`config.mk`:
```
export PLATFORM = sky130hd
export DESIGN_NAME = mem_access_flat
export DESIGN_NICKNAME = d
export VERILOG_FILES = /design/src/rtl/mem_access_if.sv /design/src/rtl/mem_access.sv /design/src/flat_wrapper.sv
export SDC_FILE = /design/constraint.sdc
export NUM_CORES = 1
export LEC_CHECK = 0
export CAP_MARGIN = 10
export CELL_PAD_IN_SITES_DETAIL_PLACEMENT = 0
export CELL_PAD_IN_SITES_GLOBAL_PLACEMENT = 1
export CORE_MARGIN = 5
export CORE_UTILIZATION = 30
export CTS_CLUSTER_DIAMETER = 120
export DETAILED_ROUTE_END_ITERATION = 10
export HOLD_SLACK_MARGIN = 0.05
export PLACE_DENSITY_LB_ADDON = 0.1
export SLEW_MARGIN = 15
export SYNTH_ARGS = -nofsm -noshare
export SYNTH_HDL_FRONTEND = slang
export SYNTH_SLANG_ARGS = --single-unit
export TNS_END_PERCENT = 5
```
`constraint.sdc`:
```
create_clock -name i_clk -period 2 [get_ports i_clk]
set_input_delay 0.5 -clock i_clk [delete_from_list [all_inputs] [get_ports i_clk]]
set_output_delay 0.5 -clock i_clk [all_outputs]
set_load 0.05 [all_outputs]
```
`src/rtl/mem_access_if.sv`:
```
// mem_access_if: request/acknowledge data-memory bus between the memory stage and data memory
interface mem_access_if #(parameter int XLEN = 32);
  logic            req;
  logic            we;
  logic [XLEN-1:0] addr;
  logic [XLEN-1:0] wdata;
  logic [3:0]      be;
  logic            ack;
  logic [XLEN-1:0] rdata;
  modport master(output req, we, addr, wdata, be, input ack, rdata);
  modport slave(input req, we, addr, wdata, be, output ack, rdata);
endinterface

```
`src/rtl/mem_access.sv`:
```
// mem_access: RV32I memory stage issuing loads/stores on a req/ack bus and registering writeback
module mem_access #(
  parameter int XLEN  = 32,
  parameter int XADDR = 5,
  parameter int OPLEN = 7
) (
  input  logic             i_clk,
  input  logic             i_rst,
  input  logic [OPLEN-1:0] i_opcode,
  input  logic [2:0]       i_funct3,
  input  logic [XLEN-1:0]  i_alu_result,
  input  logic [XLEN-1:0]  i_rs2_data,
  input  logic [XADDR-1:0] i_rd_addr,
  input  logic             i_rd_wr_en,
  input  logic [XLEN-1:0]  i_pc,
  input  logic             i_stall,
  input  logic             i_flush,
  mem_access_if.master     dmem,
  output logic [XLEN-1:0]  ow_rd_fwd,
  output logic [XADDR-1:0] ow_rd_addr_fwd,
  output logic             ow_rd_fwd_wr_en,
  output logic [OPLEN-1:0] or_opcode,
  output logic [XADDR-1:0] or_rd_addr,
  output logic             or_rd_wr_en,
  output logic [XLEN-1:0]  or_rd_data,
  output logic [XLEN-1:0]  or_pc,
  output logic             or_misaligned,
  output logic [XLEN-1:0]  or_misaligned_addr,
  output logic             or_stall
);
  localparam logic [OPLEN-1:0] L_OP = 'b0000011;
  localparam logic [OPLEN-1:0] S_OP = 'b0100011;
  localparam logic [OPLEN-1:0] I_OP = 'b0010011;
  typedef enum logic [1:0] {IDLE, BUSY, HOLD} state_t;
  typedef struct packed {
    logic [OPLEN-1:0] op;
    logic [XADDR-1:0] rd;
    logic             wr;
    logic [XLEN-1:0]  data;
    logic [XLEN-1:0]  pc;
  } wb_t;
  typedef struct packed {
    logic            req;
    logic            we;
    logic [XLEN-1:0] addr;
    logic [XLEN-1:0] wdata;
    logic [3:0]      be;
  } bus_t;
  typedef struct packed {
    logic [2:0]       f3;
    logic [1:0]       off;
    logic             we;
    logic [OPLEN-1:0] op;
    logic [XADDR-1:0] rd;
    logic             wr;
    logic [XLEN-1:0]  pc;
    logic             fl;
  } txn_t;
  state_t          state_q, state_d;
  wb_t             wb_q, wb_d, res_wb;
  bus_t            bus_q, bus_d;
  txn_t            txn_q, txn_d;
  logic [XLEN-1:0] buf_q, buf_d, maddr_q, maddr_d, ld_data, st_data;
  logic            mis_q, mis_d;
  logic [3:0]      st_be;
  logic [1:0]      a;
  logic            is_l, is_s, is_ls, rsv, mis, go;
  function automatic logic [XLEN-1:0] ld_ext(input logic [2:0] f, input logic [1:0] o, input logic [XLEN-1:0] w);
    logic [7:0]  b;
    logic [15:0] h;
    b = w[{o, 3'b000} +: 8];
    h = o[1] ? w[31:16] : w[15:0];
    return f[1] ? w : f[0] ? {{16{h[15] & ~f[2]}}, h} : {{24{b[7] & ~f[2]}}, b};
  endfunction
  assign a     = i_alu_result[1:0];
  assign is_l  = i_opcode == L_OP;
  assign is_s  = i_opcode == S_OP;
  assign is_ls = is_l | is_s;
  assign rsv   = is_l ? (i_funct3 == 3'b011 || i_funct3[2:1] == 2'b11) : is_s && i_funct3 >= 3'b011;
  assign mis   = is_ls & ~rsv & (i_funct3[1:0] == 2'b01 ? a[0] : i_funct3[1:0] == 2'b10 ? |a : 1'b0);
  assign go    = is_ls & ~rsv & ~mis;
  assign st_be   = i_funct3[1:0] == 2'b00 ? 4'b0001 << a : i_funct3[0] ? (a[1] ? 4'b1100 : 4'b0011) : 4'b1111;
  assign st_data = i_funct3[1:0] == 2'b00 ? {4{i_rs2_data[7:0]}} : i_funct3[0] ? {2{i_rs2_data[15:0]}} : i_rs2_data;
  assign ld_data = txn_q.we ? '0 : ld_ext(txn_q.f3, txn_q.off, dmem.rdata);
  assign res_wb  = '{op: txn_q.op, rd: txn_q.rd, wr: txn_q.wr & ~txn_q.fl & ~i_flush,
                     data: state_q == HOLD ? buf_q : ld_data, pc: txn_q.pc};
  assign ow_rd_fwd       = i_alu_result;
  assign ow_rd_addr_fwd  = i_rd_addr;
  assign ow_rd_fwd_wr_en = i_rd_wr_en & ~is_l & ~i_flush;
  assign dmem.req   = bus_q.req;
  assign dmem.we    = bus_q.we;
  assign dmem.addr  = bus_q.addr;
  assign dmem.wdata = bus_q.wdata;
  assign dmem.be    = bus_q.be;
  assign or_opcode          = wb_q.op;
  assign or_rd_addr         = wb_q.rd;
  assign or_rd_wr_en        = wb_q.wr;
  assign or_rd_data         = wb_q.data;
  assign or_pc              = wb_q.pc;
  assign or_misaligned      = mis_q;
  assign or_misaligned_addr = maddr_q;
  always_ff @(posedge i_clk) begin
    if (i_rst) begin
      state_q <= IDLE;
      wb_q    <= '0;
      bus_q   <= '0;
      txn_q   <= '0;
      buf_q   <= '0;
      mis_q   <= 1'b0;
      maddr_q <= '0;
    end else begin
      state_q <= state_d;
      wb_q    <= wb_d;
      bus_q   <= bus_d;
      txn_q   <= txn_d;
      buf_q   <= buf_d;
      mis_q   <= mis_d;
      maddr_q <= maddr_d;
    end
  end
  always_comb begin
    state_d = state_q == IDLE ? (!i_stall && !i_flush && go ? BUSY : IDLE)
            : state_q == BUSY ? (dmem.ack ? (i_stall ? HOLD : IDLE) : BUSY)
            : (i_stall ? HOLD : IDLE);
  end
  // reserved funct3 is excluded from the IDLE stall so a held instruction cannot deadlock
  always_comb begin
    wb_d     = wb_q;
    bus_d    = bus_q;
    txn_d    = txn_q;
    buf_d    = buf_q;
    mis_d    = 1'b0;
    maddr_d  = maddr_q;
    or_stall = 1'b0;
    if (state_q == IDLE) begin
      or_stall = go & ~i_flush;
      if (!i_stall) begin
        if (i_flush || rsv) wb_d = '{op: I_OP, default: '0};
        else if (mis) wb_d = '{op: i_opcode, rd: i_rd_addr, wr: 1'b0, data: '0, pc: i_pc};
        else if (!is_ls) wb_d = '{op: i_opcode, rd: i_rd_addr, wr: i_rd_wr_en, data: i_alu_result, pc: i_pc};
        mis_d   = mis & ~i_flush;
        maddr_d = mis && !i_flush ? i_alu_result : maddr_q;
        if (go && !i_flush) begin
          bus_d = '{req: 1'b1, we: is_s, addr: {i_alu_result[XLEN-1:2], 2'b00},
                    wdata: is_s ? st_data : '0, be: is_s ? st_be : 4'b0000};
          txn_d = '{f3: i_funct3, off: a, we: is_s, op: i_opcode, rd: i_rd_addr,
                    wr: i_rd_wr_en & is_l, pc: i_pc, fl: 1'b0};
        end
      end
    end else if (state_q == BUSY) begin
      or_stall = ~dmem.ack;
      txn_d.fl = txn_q.fl | i_flush;
      if (dmem.ack) begin
        bus_d.req = 1'b0;
        if (i_stall) buf_d = ld_data;
        else wb_d = res_wb;
      end
    end else begin
      or_stall = 1'b1;
      txn_d.fl = txn_q.fl | i_flush;
      if (!i_stall) wb_d = res_wb;
    end
  end
endmodule

```
`src/flat_wrapper.sv`:
```
// flat-port wrapper written by rule: the top's interface ports become plain ports
module mem_access_flat 
#(
  parameter int XLEN  = 32,
  parameter int XADDR = 5,
  parameter int OPLEN = 7
)
  (i_clk, i_rst, i_opcode, i_funct3, i_alu_result, i_rs2_data, i_rd_addr, i_rd_wr_en, i_pc, i_stall, i_flush, ow_rd_fwd, ow_rd_addr_fwd, ow_rd_fwd_wr_en, or_opcode, or_rd_addr, or_rd_wr_en, or_rd_data, or_pc, or_misaligned, or_misaligned_addr, or_stall, dmem_req, dmem_we, dmem_addr, dmem_wdata, dmem_be, dmem_ack, dmem_rdata);
  mem_access_if #(.XLEN(XLEN)) dmem_i ();
  input  logic i_clk;
  input  logic i_rst;
  input  logic [OPLEN-1:0] i_opcode;
  input  logic [2:0] i_funct3;
  input  logic [XLEN-1:0] i_alu_result;
  input  logic [XLEN-1:0] i_rs2_data;
  input  logic [XADDR-1:0] i_rd_addr;
  input  logic i_rd_wr_en;
  input  logic [XLEN-1:0] i_pc;
  input  logic i_stall;
  input  logic i_flush;
  output logic [XLEN-1:0] ow_rd_fwd;
  output logic [XADDR-1:0] ow_rd_addr_fwd;
  output logic ow_rd_fwd_wr_en;
  output logic [OPLEN-1:0] or_opcode;
  output logic [XADDR-1:0] or_rd_addr;
  output logic or_rd_wr_en;
  output logic [XLEN-1:0] or_rd_data;
  output logic [XLEN-1:0] or_pc;
  output logic or_misaligned;
  output logic [XLEN-1:0] or_misaligned_addr;
  output logic or_stall;
  output wire logic [$bits(dmem_i.req)-1:0] dmem_req;
  output wire logic [$bits(dmem_i.we)-1:0] dmem_we;
  output wire logic [$bits(dmem_i.addr)-1:0] dmem_addr;
  output wire logic [$bits(dmem_i.wdata)-1:0] dmem_wdata;
  output wire logic [$bits(dmem_i.be)-1:0] dmem_be;
  input wire logic [$bits(dmem_i.ack)-1:0] dmem_ack;
  input wire logic [$bits(dmem_i.rdata)-1:0] dmem_rdata;
  assign dmem_req = dmem_i.req;
  assign dmem_we = dmem_i.we;
  assign dmem_addr = dmem_i.addr;
  assign dmem_wdata = dmem_i.wdata;
  assign dmem_be = dmem_i.be;
  assign dmem_i.ack = dmem_ack;
  assign dmem_i.rdata = dmem_rdata;
  mem_access #(.XLEN(XLEN), .XADDR(XADDR), .OPLEN(OPLEN)) u_core (.i_clk(i_clk), .i_rst(i_rst), .i_opcode(i_opcode), .i_funct3(i_funct3), .i_alu_result(i_alu_result), .i_rs2_data(i_rs2_data), .i_rd_addr(i_rd_addr), .i_rd_wr_en(i_rd_wr_en), .i_pc(i_pc), .i_stall(i_stall), .i_flush(i_flush), .dmem(dmem_i), .ow_rd_fwd(ow_rd_fwd), .ow_rd_addr_fwd(ow_rd_addr_fwd), .ow_rd_fwd_wr_en(ow_rd_fwd_wr_en), .or_opcode(or_opcode), .or_rd_addr(or_rd_addr), .or_rd_wr_en(or_rd_wr_en), .or_rd_data(or_rd_data), .or_pc(or_pc), .or_misaligned(or_misaligned), .or_misaligned_addr(or_misaligned_addr), .or_stall(or_stall));
endmodule
```
==> impl_metrics.py, run 1 <==
metrics = {
    "critical_path": {
        "critPathMaxFanout": 3,
        "crit_type": "in -> out",
        "crit_path_start_kind": "input port",
        "endpoint_kind": "primary output",
        "arrival_ps": 1640,
        "cp.required_ps": 1500,
    },
    "sta": {
        "finalHoldViolCount": 0,
        "maxSlewHeadroom": 0.636,
        "drv_slew": 0,
        "grt_setup_unrepaired": "yes",
        "timing.final.crit_share": 1.07,
        "fin_ws_ps": -138,
        "fin_skew_ps": 23.9,
        "setup_viol_count_final": 1,
        "worst_pin_slew_ps": 531,
        "clock.fmax_mhz": 468,
        "fin_tns_setup_ps": -138,
        "min_period_ps": 2140,
    },
    "finish": {
        "layout-drive-gt1-share": 0.223,
        "insertedDiodeCount": 0,
        "postLayoutCoreUtil": 0.467,
        "n_fill_cell": 3807,
        "layout.nets": 1895,
        "syn2layout_area_growth_pct": 53.3,
    },
    "logic_synthesis": {
        "synth.mux.area_fraction": 0.0659,
        "synthArstFlopShare": 0,
        "synth_compound_area_frac": 0.228,
        "synth_common_cells": "dfxtp_1, nand2_1, nor2_1",
        "synth_flop_cell": "dfxtp_1",
        "seq_area_frac_synth": 0.459,
        "netlist_area_mm2": 0.0115,
        "synth_xor_area_frac": 0,
        "synth_edf_count": 0,
        "synth.avg_cell_area_um2": 8.43,
        "yosysTopAreaCellShare": 0.459,
        "yosys-top-cells-area": "dfxtp_1, nand2_1, mux2i_1",
        "synth-simple-area-share": 0.150,
        "synth_top_family_by_area": "compound AO/OA/AOI/OAI gates",
        "yosysUniqueCellTypes": 52,
        "synthMostInstantiatedCell": "dfxtp_1",
        "synth-seq-cells": 263,
        "yosys.area_share.adder": 0,
        "ys_warn_count": 0,
        "synth.largest_area_cell": "dfxtp_1",
        "netlist_instances": 1361,
    },
    "power": {
        "peakVddDrop_mv": 0.594,
        "power.density_mw_per_mm2": 757,
        "p_total_w": 0.0133,
        "cellLeakagePower_nw": 7.37,
    },
    "drt": {
        "ant_nets": 0,
        "wl_mm": 41.9,
        "drt-pass1-iter-count": 5,
        "wire_per_inst_um": 18.4,
        "num_vias": 11080,
        "drc_errors": 0,
        "drt_iter0_markers": 517,
        "vias_per_cell": 4.86,
    },
    "global_routing": {
        "overflow": 0,
        "grt_max_degree": 123,
        "grt_pass1_wl_mm": 64.9,
        "antenna_found_initial": 4,
        "grt_pass1_vias": 10958,
        "grtUsageTotal": 0.191,
    },
    "cts": {
        "hold_buffers": 0,
        "clock_latency_ps": 550,
        "cts_sinks": 263,
        "tritoncts": "built",
        "clk_pin_slew_ps": 60,
        "cts_made_buffers": 31,
        "htreeDepth": 1,
        "root_buffer": "clkbuf_16",
        "clk_path_buf_depth": 3,
    },
    "status": {
        "violations": "negative setup slack",
        "status": "finished with violations",
    },
    "floorplanning": {
        "core-area_mm2": 0.0377,
        "io_pins": 368,
        "die_x_um": 206,
        "start_util": 0.305,
        "row_count": 71,
        "dieArea_mm2": 0.0423,
        "die_h_um": 206,
    },
    "place": {
        "dp_hpwl_mm": 30.5,
        "io_buffers": 365,
        "place_ws_ps": -548,
        "gp_congestion": 0.813,
    },
    "job": {
        "maxCapViolations": 0,
    },
    "min_path": {
        "hold_class": "in -> reg",
    },
}
==> power by group <==
group	switching (W)	total, W	internal, W
Sequential	0.0000564	0.00540	0.00534
Combinational	0.00114	0.00200	0.000862
Clock	0.00222	0.00592	0.00370
Total	0.00341	0.0133	0.00991
==> per-stage QoR <==
stage	instances	hold WS (ps)	instance area, um2
after floorplan	1362	423	11500
after global placement	2216	433	16400
after detailed placement	2216	443	16400
after CTS	2277	154	17600
after global routing	2280	163	17600
final	2280	184	17600
==> layer usage <==
metal / up-vias / global-route usage / share of wire
met2: 337 / 0.296 / 0.44
li1: 5461 / - / -
met5: - / 0 / 0.00060
met4: 6 / 0.0294 / 0.011
met3: 43 / 0.0544 / 0.084
met1: 5233 / 0.270 / 0.46
==> cells by family (layout without fill, tap and decap cells) <==
family          count (synthesis)  in the layout
other cells                     1              2
simple gates                  408            408
buf+inv                       225            632
flops                         263            263
mux                            74             74
compound gates                390            390
==> cell usage in the layout, fill, tap and decap left out, types with 9 or more instances in the layout <==
cell,instances
dfxtp_1,261
buf_4,235
nand2_1,222
clkdlybuf4s50_1,134
nor2_1,111
a21oi_1,102
a211oi_1,72
mux2i_1,71
buf_12,71
inv_1,70
o21ai_0,58
dlygate4sd2_1,55
a221oi_1,54
a22oi_1,31
clkbuf_16,31
nand2b_1,13
nand3_1,11
clkbuf_8,10
o21a_1,9
o21ai_1,9
==> flip-flops by register name, summed over array words and instances (netlist names), 7 cells and up <==
name	count
u_core.or_pc	32
u_core.dmem.addr	30
u_core.buf_q	32
u_core.txn_q	7
u_core.or_misaligned_addr	32
u_core.or_rd_data	32
u_core.or_opcode	7
u_core.dmem.wdata	32
u_core.res_wb	44
==> layout make-up <==
class	instances	area, um2	share of cell area
timing repair buffer	506	5100	0.290
tap	511	639	0.0364
multi-input combinational	874	5230	0.297
sequential	263	5270	0.300
clock inverter	10	150	0.00854
clock buffer	46	932	0.0530
inverter	70	263	0.0149
==> final timing paths <==
path,start,to,slack (ps),cells past startpoint
min,i_rst,u_core.state_q[1],180,2
max,i_funct3[2],or_stall,-140,6
min reg2reg,u_core.dmem.addr[23],u_core.dmem.addr[23],450,2
max reg2reg,u_core.state_q[0],u_core.or_misaligned_addr[22],100,7
==> critical path: stages <==
cell and delay, ps:
dlygate4sd2_1 300, a21oi_1 120, a21oi_2 220, nor2_4 70, a211o_4 270, buf_12 150
==> what timing repair did <==
| item | 4_1_cts | 5_1_grt |
|---|---|---|
| setup endpoints to repair | 62 | 21 |
| pin swaps | 7 | 3 |
| cloned | 0 | 0 |
| resized for setup | 90 | 12 |
| buffers inserted | 5 | 3 |
(Power assumes the default switching activity.)
==> inputs of run 2 (changes only) <==
- CORE_UTILIZATION: 30 -> 41
- DONT_BUFFER_PORTS: unset -> 1
==> impl_metrics.py, run 2 (same netlist as run 1, synthesis figures left out) <==
metrics = {
    "power": {
        "peakVddDrop_mv": 0.650,
        "cellLeakagePower_nw": 4.91,
        "power.density_mw_per_mm2": 886,
    },
    "cts": {
        "clk_path_buf_depth": 3,
        "clk_pin_slew_ps": 60,
        "htreeDepth": 1,
        "tritoncts": "built",
        "clock_latency_ps": 550,
        "root_buffer": "clkbuf_16",
        "cts_sinks": 263,
        "cts_made_buffers": 30,
    },
    "global_routing": {
        "grt_pass1_wl_mm": 54.4,
        "grtUsageTotal": 0.215,
        "grt_max_degree": 200,
        "antenna_found_initial": 0,
        "overflow": 0,
        "grt_pass1_vias": 9122,
    },
    "place": {
        "placed_area_mm2": 0.0120,
        "place_ws_ps": -97.9,
        "gp_congestion": 0.808,
        "io_buffers": 0,
        "placed_cells_incl_taps": 1651,
        "dp_hpwl_mm": 24.6,
    },
    "min_path": {
        "min_to": "u_core.res_wb[20]",
        "min_path_cells": 1,
        "hold_class": "in -> reg",
        "min_from": "i_rst",
    },
    "drt": {
        "drt-pass1-iter-count": 5,
        "drt_iter0_markers": 656,
        "ant_nets": 0,
        "wl_mm": 35.7,
        "num_vias": 9456,
        "vias_per_cell": 5.52,
        "wire_per_inst_um": 20.8,
        "drc_errors": 0,
    },
    "sta": {
        "drv_slew": 0,
        "fin_ws_ps": -48.1,
        "worst_pin_slew_ps": 668,
        "finalHoldViolCount": 0,
        "grt_setup_unrepaired": "yes",
        "timing.final.crit_share": 1.02,
        "fin_skew_ps": 11.9,
        "setup_viol_count_final": 1,
        "min_period_ps": 2050,
        "clock.fmax_mhz": 488,
        "hold_slack_ps": 30.8,
        "maxSlewHeadroom": 0.554,
    },
    "floorplanning": {
        "die_h_um": 177,
        "start_util": 0.414,
        "die_x_um": 177,
        "io_pins": 368,
        "dieArea_mm2": 0.0314,
        "row_count": 61,
        "core-area_mm2": 0.0277,
    },
    "finish": {
        "insertedDiodeCount": 0,
        "finalNonFillerCells": 1712,
        "postLayoutCoreUtil": 0.472,
        "layout_common_cells": "dfxtp_1, nand2_1, nor2_1",
        "layout.nets": 1466,
        "final_common_cell": "dfxtp_1",
        "layout-drive-gt1-share": 0.110,
        "final_area_mm2": 0.0131,
        "syn2layout_area_growth_pct": 14.0,
        "largest_reg_flops": 44,
    },
    "critical_path": {
        "r2r_slack_ps": 70,
        "path_buf_inv": 0,
        "crit_path_start_kind": "flip-flop",
        "cpPeakStageDelay_ps": 350,
        "r2r_end": "u_core.or_misaligned_addr[21]",
        "arrival_ps": 1550,
        "crit_type": "reg -> out",
        "critPathMaxFanout": 2,
        "cpMaxStageDelayCell": "dfxtp_4",
        "cp_top_family": "simple AND/OR/NAND/NOR gates",
        "endpoint_kind": "primary output",
        "ff2ff_path_depth": 8,
        "cp.required_ps": 1500,
        "path_depth": 4,
        "worstReg2RegStart": "u_core.state_q[1]",
        "cp_cell_sequence": "nor3_4 -> nand3_2 -> nor2_4 -> a211o_4",
    },
    "status": {
        "status": "finished with violations",
        "violations": "negative setup slack",
    },
    "job": {
        "maxCapViolations": 0,
    },
}
[run 2: report_power, final]
part	internal, W	switching [W]	leakage [nW]
Combinational	0.000287	0.000294	2.32
Clock	0.00314	0.00208	0.446
Sequential	0.00534	0.000436	2.14
[run 2: per-stage QoR]
stage	power [W]	TNS, ps
2_1_floorplan	0.00654	-29.3
3_3_place_gp	0.00644	-1100
3_5_place_dp	0.00644	-2340
4_1_cts	0.0117	-105
5_1_grt	0.0121	-298
6_report	0.0116	-48.1
[run 2: per-layer routing]
metal | routed length [um] | up-vias | part of all wire | GRT usage
met4 | 556 | 0 | 0.016 | 0.0429
li1 | - | 4595 | - | -
met5 | 0 | - | 0 | 0
met1 | 15600 | 4463 | 0.44 | 0.296
met2 | 15900 | 357 | 0.45 | 0.330
met3 | 3630 | 41 | 0.10 | 0.0728
[run 2: worst max-delay path by stage]
stage	slack, ps	from	endpoint
6_report	-50	u_core.state_q[1]	or_stall
3_3_place_gp	-50	i_opcode[3]	u_core.or_misaligned_addr[21]
3_5_place_dp	-100	i_opcode[3]	u_core.or_misaligned_addr[4]
4_1_cts	-100	u_core.state_q[1]	or_stall
2_1_floorplan	-30	i_alu_result[1]	or_stall
5_1_grt	-110	u_core.state_q[1]	or_stall
[run 2: timing repair]
item                       CTS  global route
resized for setup            8             8
pin swaps                    4            23
hold endpoints to repair   140           107
gates cloned                 0             2
setup endpoints to repair    4            78
buffers inserted             5             5
[run 2: area by class of cell]
cell class	instances	area (um2)
inverters	70	263
fillers	2789	14600
flip-flops and latches	263	5270
multi-input cells	874	5200
well taps	378	473
repair buffers	78	945
clock buffers	44	845
clock inverters	5	77.6
